### config.mk
export PLATFORM = sky130hd
export DESIGN_NAME = encoder_param_select
export DESIGN_NICKNAME = d
export VERILOG_FILES = /design/src/rtl/encoder_param_select.sv
export SDC_FILE = /design/constraint.sdc
export NUM_CORES = 1
export LEC_CHECK = 0
export ABC_AREA = 1
export CORE_MARGIN = 3
export CORE_UTILIZATION = 57
export CTS_BUF_LIST = sky130_fd_sc_hd__clkbuf_16
export CTS_CLUSTER_DIAMETER = 40
export DETAILED_ROUTE_END_ITERATION = 16
export PLACE_DENSITY = 0.83
export RECOVER_POWER = 50
export SETUP_SLACK_MARGIN = 0.5
export SYNTH_ARGS = -nofsm -noshare
export SYNTH_HDL_FRONTEND = slang
export SYNTH_SLANG_ARGS = --single-unit
### constraint.sdc
create_clock -name clk -period 3.33 [get_ports clk]
set_input_delay 0.666 -clock clk [delete_from_list [all_inputs] [get_ports clk]]
set_output_delay 0.666 -clock clk [all_outputs]
set_load 0.005 [all_outputs]
### src/rtl/encoder_param_select.sv
// Two-mode rotary UI: NAVIGATE selects a parameter, EDIT adjusts a saturating shadow copy.
// Optional detent acceleration is enabled by defining ENC_ACCEL_EN.
module encoder_param_select #(
  parameter int NUM_PARAMS     = 4,
  parameter int VAL_W          = 8,
  parameter int VAL_MIN        = 0,
  parameter int VAL_MAX        = 255,
  parameter int TIMEOUT_CYCLES = 50000000,
  parameter int ACCEL_WINDOW   = 2500000,
  parameter int ACCEL_GAIN     = 4
) (
  input  logic                          clk,
  input  logic                          rst_n,
  input  logic [15:0]                   position,
  input  logic                          btn_pulse,
  output logic [$clog2(NUM_PARAMS)-1:0] sel_idx,
  output logic                          editing,
  output logic [VAL_W-1:0]              edit_value,
  output logic [NUM_PARAMS*VAL_W-1:0]   param_flat,
  output logic                          commit_pulse,
  output logic                          abort_pulse
);

  localparam int IW = $clog2(NUM_PARAMS);
  localparam int TW = $clog2(TIMEOUT_CYCLES + 1);
  localparam int SW = VAL_W + 20;
  localparam logic signed [SW-1:0] MIN_S = SW'(VAL_MIN);
  localparam logic signed [SW-1:0] MAX_S = SW'(VAL_MAX);

  typedef enum logic {NAVIGATE, EDIT} state_t;

  state_t                 state, state_nxt;
  logic [15:0]            pos_prev, delta;
  logic [VAL_W-1:0]       params [NUM_PARAMS];
  logic [VAL_W-1:0]       shadow, shadow_nxt, sat_val;
  logic [TW-1:0]          tcnt, tcnt_nxt;
  logic [IW-1:0]          sel_nxt;
  logic                   commit_nxt, abort_nxt, wr_en;
  logic signed [SW-1:0]   step, sum;

`ifdef ENC_ACCEL_EN
  localparam int WW = $clog2(ACCEL_WINDOW + 1);
  localparam logic signed [SW-1:0] GAIN_S = SW'(ACCEL_GAIN);
  logic [WW-1:0] wcnt, wcnt_nxt;
`endif

  // Wrapping difference makes a 32767 -> -32768 rollover read as +1.
  assign delta = position - pos_prev;

  always_comb begin
    step = {{(SW-16){delta[15]}}, delta};
`ifdef ENC_ACCEL_EN
    if (wcnt < WW'(ACCEL_WINDOW)) step = step * GAIN_S;
`endif
    sum = $signed({{(SW-VAL_W){1'b0}}, shadow}) + step;
    if (sum < MIN_S)      sat_val = VAL_W'(VAL_MIN);
    else if (sum > MAX_S) sat_val = VAL_W'(VAL_MAX);
    else                  sat_val = sum[VAL_W-1:0];
  end

  // Button outranks timeout, which outranks rotation.
  always_comb begin
    state_nxt  = state;
    sel_nxt    = sel_idx;
    shadow_nxt = shadow;
    tcnt_nxt   = tcnt;
    commit_nxt = 1'b0;
    abort_nxt  = 1'b0;
    wr_en      = 1'b0;
`ifdef ENC_ACCEL_EN
    wcnt_nxt   = (wcnt == WW'(ACCEL_WINDOW)) ? wcnt : wcnt + WW'(1);
`endif
    case (state)
      NAVIGATE: begin
        if (btn_pulse) begin
          state_nxt  = EDIT;
          shadow_nxt = params[sel_idx];
          tcnt_nxt   = '0;
`ifdef ENC_ACCEL_EN
          wcnt_nxt   = WW'(ACCEL_WINDOW);
`endif
        end else if (delta != 16'd0) begin
          sel_nxt = delta[15] ? sel_idx - IW'(1) : sel_idx + IW'(1);
        end
      end
      EDIT: begin
        if (btn_pulse) begin
          state_nxt  = NAVIGATE;
          wr_en      = 1'b1;
          commit_nxt = 1'b1;
        end else if (tcnt == TW'(TIMEOUT_CYCLES - 1)) begin
          state_nxt = NAVIGATE;
          abort_nxt = 1'b1;
        end else if (delta != 16'd0) begin
          shadow_nxt = sat_val;
          tcnt_nxt   = '0;
`ifdef ENC_ACCEL_EN
          wcnt_nxt   = '0;
`endif
        end else begin
          tcnt_nxt = tcnt + TW'(1);
        end
      end
      default: state_nxt = NAVIGATE;
    endcase
  end

  always_ff @(posedge clk or negedge rst_n) begin
    if (!rst_n) begin
      state        <= NAVIGATE;
      pos_prev     <= '0;
      sel_idx      <= '0;
      shadow       <= VAL_W'(VAL_MIN);
      tcnt         <= '0;
      commit_pulse <= 1'b0;
      abort_pulse  <= 1'b0;
      for (int i = 0; i < NUM_PARAMS; i++) params[i] <= VAL_W'(VAL_MIN);
`ifdef ENC_ACCEL_EN
      wcnt         <= WW'(ACCEL_WINDOW);
`endif
    end else begin
      state        <= state_nxt;
      pos_prev     <= position;
      sel_idx      <= sel_nxt;
      shadow       <= shadow_nxt;
      tcnt         <= tcnt_nxt;
      commit_pulse <= commit_nxt;
      abort_pulse  <= abort_nxt;
      if (wr_en) params[sel_idx] <= shadow;
`ifdef ENC_ACCEL_EN
      wcnt         <= wcnt_nxt;
`endif
    end
  end

  assign editing    = (state == EDIT);
  assign edit_value = editing ? shadow : params[sel_idx];

  for (genvar g = 0; g < NUM_PARAMS; g++) begin : g_flat
    assign param_flat[g*VAL_W +: VAL_W] = params[g];
  end

endmodule

==> flow_metrics.py <==
metrics = {
    "timing": {
        "period_minus_slack_ns": 3.56,
        "relSlewSlack_pct": 27.9,
        "finalHoldViolations": 0,
        "setup_viol": 8,
        "slew_violations": 0,
        "setup_ws_ns": -0.232,
        "min_period_over_period_pct": 107,
        "rsz0062_at_grt": "true",
        "finClkSkew_ns": 0.00767,
        "worst_pin_slew_ns": 1.08,
        "max_freq_ghz": 0.281,
    },
    "synth": {
        "synth.distinct_cells": 40,
        "synthSimpleGateAreaFrac_pct": 29.9,
        "yosysMostFrequentCell": "nand2_1",
        "postSynth.asyncResetShare_pct": 100,
        "yosysWarnings": 0,
        "synth_xor_area_share_pct": 4.80,
        "synth_seq_cells": 87,
        "synth_top_cell_area_share_pct": 38.5,
        "synthMuxAreaShare_pct": 0,
        "synth_area_per_cell_sq_um": 7.56,
        "ys_seq_area_share_pct": 38.5,
        "yosys-top-cells-count": "173 x nand2_1, 98 x inv_1, 87 x dfrtp_1",
        "synth_top_family_by_area": "simple AND/OR/NAND/NOR gates",
        "syn_inst": 748,
        "synth_fa_ha_area_share_pct": 6.68,
        "syn_nets": 796,
        "synth_edf_count": 0,
        "synth.largest_area_cell": "dfrtp_1",
        "ys.flop_type": "dfrtp_1",
        "synth.top_cells.by_area": "dfrtp_1 39%, nand2_1 11%, inv_1 6.5%",
        "syn_area_sq_mm": 0.00565,
        "synth-compound-area-share_pct": 12.1,
    },
    "cts": {
        "cts_tree": "yes",
        "clk_latency_ns": 0.35,
        "cts_buffers": 9,
        "cts_root_buf": "clkbuf_16",
        "cts.sinks": 87,
        "holdBufCountCts": 0,
        "htreeDepth": 3,
        "clk_pin_slew_ns": 0.07,
        "cts_buffer_depth": 2,
    },
    "status": {
        "violations": "negative setup slack",
        "outcome": "finished with violations",
    },
    "die": {
        "die-area_sq_mm": 0.0112,
        "ios": 64,
        "die_w_um": 106,
        "initial_core_util_pct": 59.8,
        "die_y_um": 106,
        "core_area_sq_mm": 0.00946,
        "rows": 35,
    },
    "power": {
        "swShare_pct": 41.4,
        "p_int_mw": 3.25,
        "irDropWorstVdd_uv": 371,
        "p_clk_share_pct": 18.4,
        "p_leak_nw": 3.71,
        "power_switching_mw": 2.30,
        "seqPwrFrac_pct": 28.5,
        "p_comb_share_pct": 53.1,
        "p_per_area_mw_per_mm2": 694,
    },
    "grt": {
        "antenna_found_initial": 0,
        "gr-total-overflow": 0,
        "grt_use_total_pct": 27.5,
        "grt_pass1_vias": 5633,
        "grt_max_degree": 88,
        "grt_pass1_wl_mm": 25.4,
    },
    "final_layout": {
        "seq_area_sq_mm": 0.00218,
        "drive_above_1_share_pct": 29.5,
        "fill_cells": 471,
        "area_delta_synth_final_pct": 41.4,
        "multi_input_area_sq_mm": 0.00364,
        "antennaDiodeCount": 0,
        "post-route-util_pct": 84.5,
        "stdcell_count": 1025,
        "finalNetCount": 939,
    },
    "worst_hold_path": {
        "min_path_type": "in2reg",
    },
    "routing": {
        "first_pass_iters": 6,
        "wl_mm": 18.9,
        "vias": 6272,
        "wl_per_cell_um": 18.5,
        "drt_iter0_markers": 608,
        "antenna_left": 0,
        "vias_per_cell": 6.12,
        "remaining_drc_errors": 0,
    },
    "placed_design": {
        "place_worst_setup_slack_ns": -0.828,
        "gp_congestion": 0.901,
        "io_buffer_count": 63,
        "dp_hpwl_mm": 10.6,
        "dp_cells": 984,
    },
    "setup_path": {
        "cp_max_fo": 8,
        "start_kind": "primary input",
        "worstPathRequired_ns": 3.57,
        "crit_type": "in2reg",
        "end_kind": "flip-flop",
        "crit_arrival_ns": 3.80,
    },
    "flow_run": {
        "drv_cap": 0,
    },
}
## per-layer routing
layer | GRT usage (%) | share of wire, %
met3 | 5.57 | 9.3
met2 | 47.9 | 49
met1 | 33.7 | 36
met5 | 0 | 0
met4 | 10.3 | 5.3
## state kept, by name (all words and copies together) (netlist names)
register      count
commit_pulse      1
sel_idx           2
editing           1
tcnt             26
pos_prev         16
shadow            8
param_flat       32
abort_pulse       1
## placed cells by master (no fill, tap or decap), drive strengths merged, types with 2 or more instances in the layout
master / Yosys / routed
nand2: 192 / 192
inv: 107 / 112
dfrtp: 87 / 87
nor2: 85 / 85
buf: 4 / 78
o21ai: 59 / 59
nand3: 56 / 56
clkdlybuf4s50: 0 / 51
a21oi: 28 / 28
ha: 27 / 27
xor2: 19 / 19
a22o: 16 / 16
xnor2: 12 / 12
clkbuf: 5 / 12
nand4: 11 / 11
nor3: 11 / 11
nor4: 7 / 7
clkinv: 2 / 5
nor3b: 4 / 4
clkdlybuf4s15: 0 / 3
dlymetal6s2s: 0 / 3
o31ai: 3 / 3
or2: 2 / 2
o21bai: 2 / 2
and2: 2 / 2
fa: 2 / 2
## kinds of logic after synthesis
| group | count (synthesis) |
|---|---|
| flops | 87 |
| buf+inv | 118 |
| xor+xnor | 31 |
| fa+ha+maj | 29 |
| simple gates | 372 |
| compound gates | 111 |
## worst max-delay path, stage by stage
cell,delay [ns]
clkdlybuf4s15_1,0.22
ha_4,0.28
nand2_2,0.11
inv_1,0.07
nand2_2,0.07
nand2_2,0.10
xor2_2,0.20
ha_4,0.31
buf_6,0.10
nand2_2,0.06
nor2_2,0.16
nand2_1,0.09
o211ai_1,0.15
nand3_1,0.18
nand2_2,0.14
nand4_1,0.14
nand2_1,0.11
nand2_2,0.08
nor2_4,0.26
nand3_2,0.12
nand2_1,0.12
a21oi_2,0.06
## per-stage QoR
stage / TNS (ns) / cell area [sq um] / power, mW / hold WS, ns
after CTS: -0.0223 / 7390 / 5.01 / 0.452
after detailed placement: -11.68 / 6860 / 3.86 / 0.503
final: -1.53 / 8000 / 5.55 / 0.449
after floorplan: 0 / 5700 / 2.72 / 0.370
after global placement: -7.69 / 6860 / 3.76 / 0.488
after global routing: -1.98 / 8000 / 5.82 / 0.444
## power groups by stage
stage          Clock (mW)  Sequential, mW  Combinational, mW
3_3_place_gp            0            1.54               2.22
4_1_cts              1.03            1.55               2.43
2_1_floorplan           0            1.51               1.21
6_report             1.02            1.58               2.95
3_5_place_dp            0            1.56               2.30
5_1_grt              1.08            1.61               3.14
## what timing repair did
| action | CTS | global route |
|---|---|---|
| cloned | 0 | 2 |
| setup endpoints to repair | 44 | 44 |
| gates resized for setup | 52 | 126 |
| pin swaps | 29 | 53 |
| buffers inserted | 5 | 18 |
## final cells by class
type                    count  area share, %
repair inverters            2          0.219
flip-flops and latches     87           27.3
inverters                 109           5.52
repair buffers            139           15.7
clock inverters             7          0.970
clock buffers               9           2.82
multi-input cells         543           45.5
well taps                 129           2.02
## final timing paths
check                               start              to  slack, ns  cells past startpoint
min in group asynchronous           rst_n         tcnt[5]       0.52                      1
hold / removal                position[0]     pos_prev[0]       0.45                      1
setup reg to reg              pos_prev[2]       shadow[3]      -0.19                     24
max in group asynchronous           rst_n      sel_idx[1]       2.07                      1
setup / recovery              position[3]       shadow[3]      -0.23                     22
hold reg to reg            param_flat[20]  param_flat[20]       0.52                      2
No activity file was read; power rests on OpenSTA's default activity.
